===== config.mk =====
export PLATFORM = sky130hd
export DESIGN_NAME = alu_div_seq
export DESIGN_NICKNAME = d
export VERILOG_FILES = /design/src/rtl/alu_div_seq_pkg.sv /design/src/rtl/alu_div_step.sv /design/src/rtl/alu_div_seq.sv
export SDC_FILE = /design/constraint.sdc
export NUM_CORES = 1
export LEC_CHECK = 0
export ABC_CLOCK_PERIOD_IN_PS = 5200
export BUFFER_PORTS_ARGS = -buffer_cell sky130_fd_sc_hd__buf_2
export CAP_MARGIN = 20
export CORE_AREA = 2 2 175 177
export CTS_CLUSTER_DIAMETER = 80
export DETAILED_ROUTE_END_ITERATION = 16
export DIE_AREA = 0 0 177 179
export PLACE_DENSITY = 0.6
export SLEW_MARGIN = 5
export SYNTH_ARGS = -nofsm -noshare
export SYNTH_HDL_FRONTEND = slang
export SYNTH_SLANG_ARGS = --single-unit

===== constraint.sdc =====
create_clock -name clk -period 5.2 [get_ports clk]
set_input_delay 1.04 -clock clk [delete_from_list [all_inputs] [get_ports clk]]
set_output_delay 1.04 -clock clk [all_outputs]
set_load 0.01 [all_outputs]

===== src/rtl/alu_div_seq_pkg.sv =====
// Shared types and widths for the sequential divider next to the Alu.
package alu_div_seq_pkg;

  localparam int unsigned CPU_WORD_WIDTH = 32;
  localparam int unsigned div_word_width = CPU_WORD_WIDTH;

  // Sequencer states.
  typedef enum logic [2:0] {
    DivIdle,
    DivPrep,
    DivRun,
    DivFixup,
    DivDone
  } DivState;

  // Request and result bundles at the CPU word width.
  typedef struct packed {
    logic                      signed_op;
    logic [div_word_width-1:0] a;
    logic [div_word_width-1:0] b;
  } StrcInDiv;

  typedef struct packed {
    logic [div_word_width-1:0] quot;
    logic [div_word_width-1:0] rem;
    logic                      div_zero;
  } StrcOutDiv;

endpackage


===== src/rtl/alu_div_step.sv =====
// One restoring-divide iteration: shifts one dividend bit into the partial
// remainder and produces one quotient bit. Purely combinational.
module alu_div_step
  import alu_div_seq_pkg::*;
#(
  parameter int unsigned WIDTH = div_word_width
) (
  input  logic [WIDTH-1:0] r_i,
  input  logic [WIDTH-1:0] q_i,
  input  logic [WIDTH-1:0] b_i,
  output logic [WIDTH-1:0] r_o,
  output logic [WIDTH-1:0] q_o
);

  logic [WIDTH:0] r_sh;
  logic [WIDTH:0] diff;
  logic           ge;

  // Compare/subtract at WIDTH+1 bits; the top bit of the difference is the borrow.
  always_comb begin
    r_sh = {r_i, q_i[WIDTH-1]};
    diff = r_sh - {1'b0, b_i};
    ge   = ~diff[WIDTH];
    r_o  = ge ? diff[WIDTH-1:0] : r_sh[WIDTH-1:0];
    q_o  = {q_i[WIDTH-2:0], ge};
  end

endmodule


===== src/rtl/alu_div_seq.sv =====
// Multi-cycle restoring divider, one quotient bit per cycle, valid/ready on
// both sides. Define ALU_DIV_EARLY_OUT_EN to skip the iteration loop when
// |a| < |b|; results are identical either way.
module alu_div_seq
  import alu_div_seq_pkg::*;
#(
  parameter int unsigned WIDTH = div_word_width
) (
  input  logic             clk,
  input  logic             rst,
  input  logic             in_valid,
  output logic             in_ready,
  input  logic             in_signed,
  input  logic [WIDTH-1:0] in_a,
  input  logic [WIDTH-1:0] in_b,
  output logic             out_valid,
  input  logic             out_ready,
  output logic [WIDTH-1:0] out_quot,
  output logic [WIDTH-1:0] out_rem,
  output logic             out_div_zero
);

  localparam int unsigned CNT_W = $clog2(WIDTH) + 1;

  DivState          state_q, state_d;
  logic             signed_q, signed_d;
  logic [WIDTH-1:0] a_q, a_d;
  logic [WIDTH-1:0] b_q, b_d;
  logic [WIDTH-1:0] mag_b_q, mag_b_d;
  logic             neg_q_q, neg_q_d;
  logic             neg_r_q, neg_r_d;
  logic [WIDTH-1:0] r_q, r_d;
  logic [WIDTH-1:0] q_q, q_d;
  logic [CNT_W-1:0] cnt_q, cnt_d;
  logic [WIDTH-1:0] quot_q, quot_d;
  logic [WIDTH-1:0] rem_q, rem_d;
  logic             div_zero_q, div_zero_d;

  logic             sa, sb;
  logic [WIDTH-1:0] mag_a, mag_b;
  logic             early;
  logic [WIDTH-1:0] step_r, step_q;

  alu_div_step #(
    .WIDTH(WIDTH)
  ) u_step (
    .r_i(r_q),
    .q_i(q_q),
    .b_i(mag_b_q),
    .r_o(step_r),
    .q_o(step_q)
  );

  // Operand magnitudes and the optional early-out compare, from latched operands.
  always_comb begin
    sa    = signed_q & a_q[WIDTH-1];
    sb    = signed_q & b_q[WIDTH-1];
    mag_a = sa ? -a_q : a_q;
    mag_b = sb ? -b_q : b_q;
`ifdef ALU_DIV_EARLY_OUT_EN
    early = (mag_a < mag_b);
`else
    early = 1'b0;
`endif
  end

  // Next-state and handshake logic.
  always_comb begin
    state_d    = state_q;
    signed_d   = signed_q;
    a_d        = a_q;
    b_d        = b_q;
    mag_b_d    = mag_b_q;
    neg_q_d    = neg_q_q;
    neg_r_d    = neg_r_q;
    r_d        = r_q;
    q_d        = q_q;
    cnt_d      = cnt_q;
    quot_d     = quot_q;
    rem_d      = rem_q;
    div_zero_d = div_zero_q;
    in_ready   = 1'b0;
    out_valid  = 1'b0;

    unique case (state_q)
      DivIdle: begin
        in_ready = 1'b1;
        if (in_valid) begin
          signed_d = in_signed;
          a_d      = in_a;
          b_d      = in_b;
          state_d  = DivPrep;
        end
      end
      DivPrep: begin
        neg_q_d = sa ^ sb;
        neg_r_d = sa;
        mag_b_d = mag_b;
        if (b_q == '0) begin
          quot_d     = '1;
          rem_d      = a_q;
          div_zero_d = 1'b1;
          state_d    = DivDone;
        end else if (early) begin
          div_zero_d = 1'b0;
          q_d        = '0;
          r_d        = mag_a;
          state_d    = DivFixup;
        end else begin
          div_zero_d = 1'b0;
          r_d        = '0;
          q_d        = mag_a;
          cnt_d      = CNT_W'(WIDTH);
          state_d    = DivRun;
        end
      end
      DivRun: begin
        r_d   = step_r;
        q_d   = step_q;
        cnt_d = cnt_q - CNT_W'(1);
        if (cnt_q == CNT_W'(1)) begin
          state_d = DivFixup;
        end
      end
      DivFixup: begin
        quot_d  = neg_q_q ? -q_q : q_q;
        rem_d   = neg_r_q ? -r_q : r_q;
        state_d = DivDone;
      end
      DivDone: begin
        out_valid = 1'b1;
        if (out_ready) begin
          state_d = DivIdle;
        end
      end
      default: state_d = DivIdle;
    endcase
  end

  // State registers; reset abandons any operation in flight.
  always_ff @(posedge clk) begin
    if (rst) begin
      state_q    <= DivIdle;
      signed_q   <= 1'b0;
      a_q        <= '0;
      b_q        <= '0;
      mag_b_q    <= '0;
      neg_q_q    <= 1'b0;
      neg_r_q    <= 1'b0;
      r_q        <= '0;
      q_q        <= '0;
      cnt_q      <= '0;
      quot_q     <= '0;
      rem_q      <= '0;
      div_zero_q <= 1'b0;
    end else begin
      state_q    <= state_d;
      signed_q   <= signed_d;
      a_q        <= a_d;
      b_q        <= b_d;
      mag_b_q    <= mag_b_d;
      neg_q_q    <= neg_q_d;
      neg_r_q    <= neg_r_d;
      r_q        <= r_d;
      q_q        <= q_d;
      cnt_q      <= cnt_d;
      quot_q     <= quot_d;
      rem_q      <= rem_d;
      div_zero_q <= div_zero_d;
    end
  end

  assign out_quot     = quot_q;
  assign out_rem      = rem_q;
  assign out_div_zero = div_zero_q;

endmodule

==> impl_metrics.py <==
metrics = {
    "worst_setup_path": {
        "start_kind": "flop",
        "path_max_fanout": 45,
        "crit_path_end_kind": "flop",
        "r2r_start": "b_q[0]$_SDFFE_PP0P_",
        "cp_top_family": "simple AND/OR/NAND/NOR gates",
        "max_stage_delay_ns": 0.68,
        "cp.buffers_inverters": 1,
        "arrival_ns": 4.80,
        "crit_required_ns": 5.68,
        "worst-setup-path-type": "reg2reg",
        "cp_cell_sequence": "inv_1, ha_1, or4b_2, nor4_1, nand4b_1, or3_1, or2_2, nand2_2, o22ai_1, a211oi_1",
        "cpMaxStageDelayCell": "or2_2",
        "cp-startpoint": "b_q[0]$_SDFFE_PP0P_",
    },
    "cts": {
        "cts_resized": 0,
        "clk_pin_slew_ns": 0.07,
        "clockRootBuffer": "clkbuf_16",
        "worstSkewPairLatency_ns": 0.57,
        "cts_hold_buf": 0,
        "cts_tree": "done",
        "cts_buffers": 27,
        "post_cts_buffers": 0,
        "clock-sinks": 237,
        "clk_path_buf_depth": 3,
        "htreeDepth": 1,
    },
    "timing": {
        "finalCritPeriodShare_pct": 83.09,
        "fin_ws_ns": 0.8792,
        "setup_violations": 0,
        "max_freq_mhz": 231.4,
        "worstMarginPinSlew_ns": 0.9724,
        "relSlewSlack_pct": 35.17,
        "drv_slew": 0,
        "grt_setup_unrepaired": "no",
        "finalHoldViolCount": 0,
        "fin_skew_ns": 0.02554,
        "period_needed_ns": 4.321,
        "fin_setup_tns_ns": 0,
    },
    "global_routing": {
        "grt_pass1_wl_mm": 60.57,
        "grt_start_max_net_pins": 85,
        "grtUsageTotal_pct": 23.49,
        "antenna_found_initial": 0,
        "grt_overflow_total": 0,
        "grt_pass1_vias": 11360,
    },
    "yosys": {
        "syn_area_per_cell_um2": 7.783,
        "async_flop_share_pct": 0,
        "syn-cell-area_um2": 13160,
        "ys.flop_type": "dfxtp_1",
        "synth_cell_types": 68,
        "synth_top_family_by_area": "compound AO/OA/AOI/OAI gates",
        "ys_warn_count": 0,
        "muxShareOfSynthArea_pct": 0.6084,
        "synth_edf_count": 0,
        "ys_seq_area_share_pct": 36.05,
        "synth_fa_ha_area_share_pct": 3.765,
        "synth-compound-area-share_pct": 24.00,
        "synth_seq_cells": 237,
        "yosys.area_share.simple_pct": 21.04,
        "synthCells": 1691,
        "synthXorXnorAreaFrac_pct": 9.450,
        "synth_nets": 1799,
    },
    "finish": {
        "regArea_um2": 4745,
        "fin_nets": 1865,
        "syn_to_final_growth_pct": 14.52,
        "fillCellCount": 2968,
        "multi_input_area_um2": 7761,
        "diodes": 0,
        "drive_above_1_share_pct": 12.77,
    },
    "placement": {
        "io_buffers": 135,
        "dp_hpwl_mm": 27.08,
        "dp_slack_ns": 0.9272,
        "place_congestion": 0.8996,
    },
    "power": {
        "p_leak_nw": 5.938,
        "powerDensity_nw_per_um2": 352.7,
        "peakVddDrop_uv": 274.6,
    },
    "route": {
        "via_per_inst": 5.647,
        "drt-pass1-iter-count": 5,
        "post-route-drc-count": 0,
        "wl_per_cell_um": 17.26,
        "vias": 12280,
        "drt_iter0_markers": 822,
        "routed_wl_mm": 37.53,
        "final_antenna_net_count": 0,
    },
    "status": {
        "status": "completed",
    },
    "floorplanning": {
        "pin_count": 136,
        "coreArea_um2": 30030,
        "die_h_um": 179,
        "die_x_um": 177,
        "placementRows": 64,
        "initial_core_util_pct": 43.83,
        "die_area_um2": 31680,
    },
    "hold_path": {
        "min-delay-start": "out_div_zero$_SDFFE_PP0P_",
        "min_path_type": "reg2reg",
    },
    "job": {
        "drv_cap": 0,
    },
}
[layout make-up]
class,count,area share [%]
tap,396,3.287
multi-input combinational,1281,51.49
timing repair buffer,151,5.321
inverter,59,1.469
clock inverter,17,1.918
clock buffer,33,5.031
sequential,237,31.48
[cells in the mapped netlist (4+ instances only)]
cell | number | area share (%)
nor2_1 | 189 | 5.4
a32oi_1 | 23 | 1.5
o41ai_1 | 14 | 0.93
a21o_1 | 10 | 0.57
o31ai_1 | 29 | 1.7
o221ai_1 | 7 | 0.47
a221oi_1 | 41 | 2.7
o211ai_1 | 5 | 0.29
xor2_1 | 61 | 4.1
dfxtp_1 | 237 | 36
nand4_1 | 6 | 0.29
nand3b_1 | 5 | 0.29
or4_1 | 12 | 0.68
o21ai_0 | 79 | 3.0
nand2_1 | 251 | 7.2
inv_1 | 59 | 1.7
buf_1 | 8 | 0.23
nor3_1 | 47 | 1.8
nor4_1 | 11 | 0.52
a41oi_1 | 4 | 0.27
a211oi_1 | 49 | 2.8
xnor2_1 | 81 | 5.4
and3_1 | 5 | 0.24
a22oi_1 | 5 | 0.29
a21oi_1 | 144 | 5.5
nand2b_1 | 15 | 0.71
mux2i_1 | 8 | 0.61
nor2b_1 | 7 | 0.33
o21a_1 | 4 | 0.23
and2_1 | 10 | 0.48
o22ai_1 | 12 | 0.57
ha_1 | 38 | 3.6
a31oi_1 | 7 | 0.33
a311oi_1 | 18 | 1.2
clkbuf_1 | 100 | 2.9
nand3_1 | 15 | 0.57
buf_2 | 4 | 0.15
or3_1 | 18 | 0.86
[worst min-delay path: stages (launching register included)]
cell and delay (ns):
dfxtp_1 0.32, nand2_1 0.05, a21oi_1 0.05
[through the flow]
step           hold slack, ns  power, W  area (um^2)  std cells  util [%]
6_report               0.4677  0.005316        15070       2174     50.19
5_1_grt                0.4950  0.005572        15070       2174     50.19
4_1_cts                0.4702  0.005351        15070       2174     50.19
3_5_place_dp           0.4614  0.003145        14020       2124     46.70
3_3_place_gp           0.4514  0.003132        14020       2124     46.70
2_1_floorplan          0.4319  0.002840        13160       1691         -
[final timing paths]
| check | endpoint | slack (ns) | cells past startpoint |
|---|---|---|---|
| worst max register to register | out_rem[10]$_SDFFE_PP0P_ | 0.88 | 10 |
| worst min register to register | out_div_zero$_SDFFE_PP0P_ | 0.47 | 2 |
| worst max-delay path | out_rem[10]$_SDFFE_PP0P_ | 0.88 | 10 |
| worst min-delay path | out_div_zero$_SDFFE_PP0P_ | 0.47 | 2 |
[report_power, final]
group / total, W / internal [W] / switching [W]
combinational: 0.00108 / 0.000412 / 0.000670
clock: 0.00220 / 0.00139 / 0.000809
sequential: 0.00203 / 0.00191 / 0.000120
total: 0.00532 / 0.00372 / 0.00160
[sequential cells by signal, indices dropped and copies added (netlist names)]
signal        cells
a_q              32
b_q              32
cnt_q             6
mag_b_q          32
neg_q_q           1
neg_r_q           1
out_div_zero      1
out_quot         32
out_rem          32
q_q              32
r_q              32
signed_q          1
state_q           3
[per-layer routing]
metal	vias to the layer above	global-route usage, %	part of all wire (%)
li1	6180	-	-
met1	5680	31.84	46
met2	342	38.36	45
met3	74	2.863	5.2
met4	0	8.574	3.4
met5	-	0	0
[layout by cell type, fill, tap and decap left out, types with 8 or more instances in the layout]
cell / Yosys / routed
a311oi_1: 18 / 18
inv_1: 59 / 59
nand3_1: 15 / 15
or4_1: 12 / 12
a221oi_1: 41 / 41
dfxtp_1: 237 / 237
a211oi_1: 49 / 48
xor2_1: 61 / 61
nand2b_1: 15 / 15
a21oi_1: 144 / 144
clkbuf_16: 0 / 27
buf_2: 4 / 134
o22ai_1: 12 / 12
or3_1: 18 / 18
o41ai_1: 14 / 14
a32oi_1: 23 / 23
nor4_1: 11 / 11
xnor2_1: 81 / 81
o21ai_0: 79 / 79
nor2_1: 189 / 188
buf_4: 0 / 16
nand2_1: 251 / 250
mux2i_1: 8 / 8
nor3_1: 47 / 47
ha_1: 38 / 38
o31ai_1: 29 / 29
and2_1: 10 / 8
a21o_1: 10 / 10
[logic make-up (layout without fill, tap and decap cells)]
logic type	count (synthesis)	after routing
AND/OR/NAND/NOR	617	617
AO/OA/AOI/OAI	475	475
flip-flops	237	237
buffers and inverters	173	260
XOR/XNOR	142	142
adder cells (fa/ha/maj)	39	39
multiplexers	8	8
Note: power is estimated with default switching activity, not from simulation.
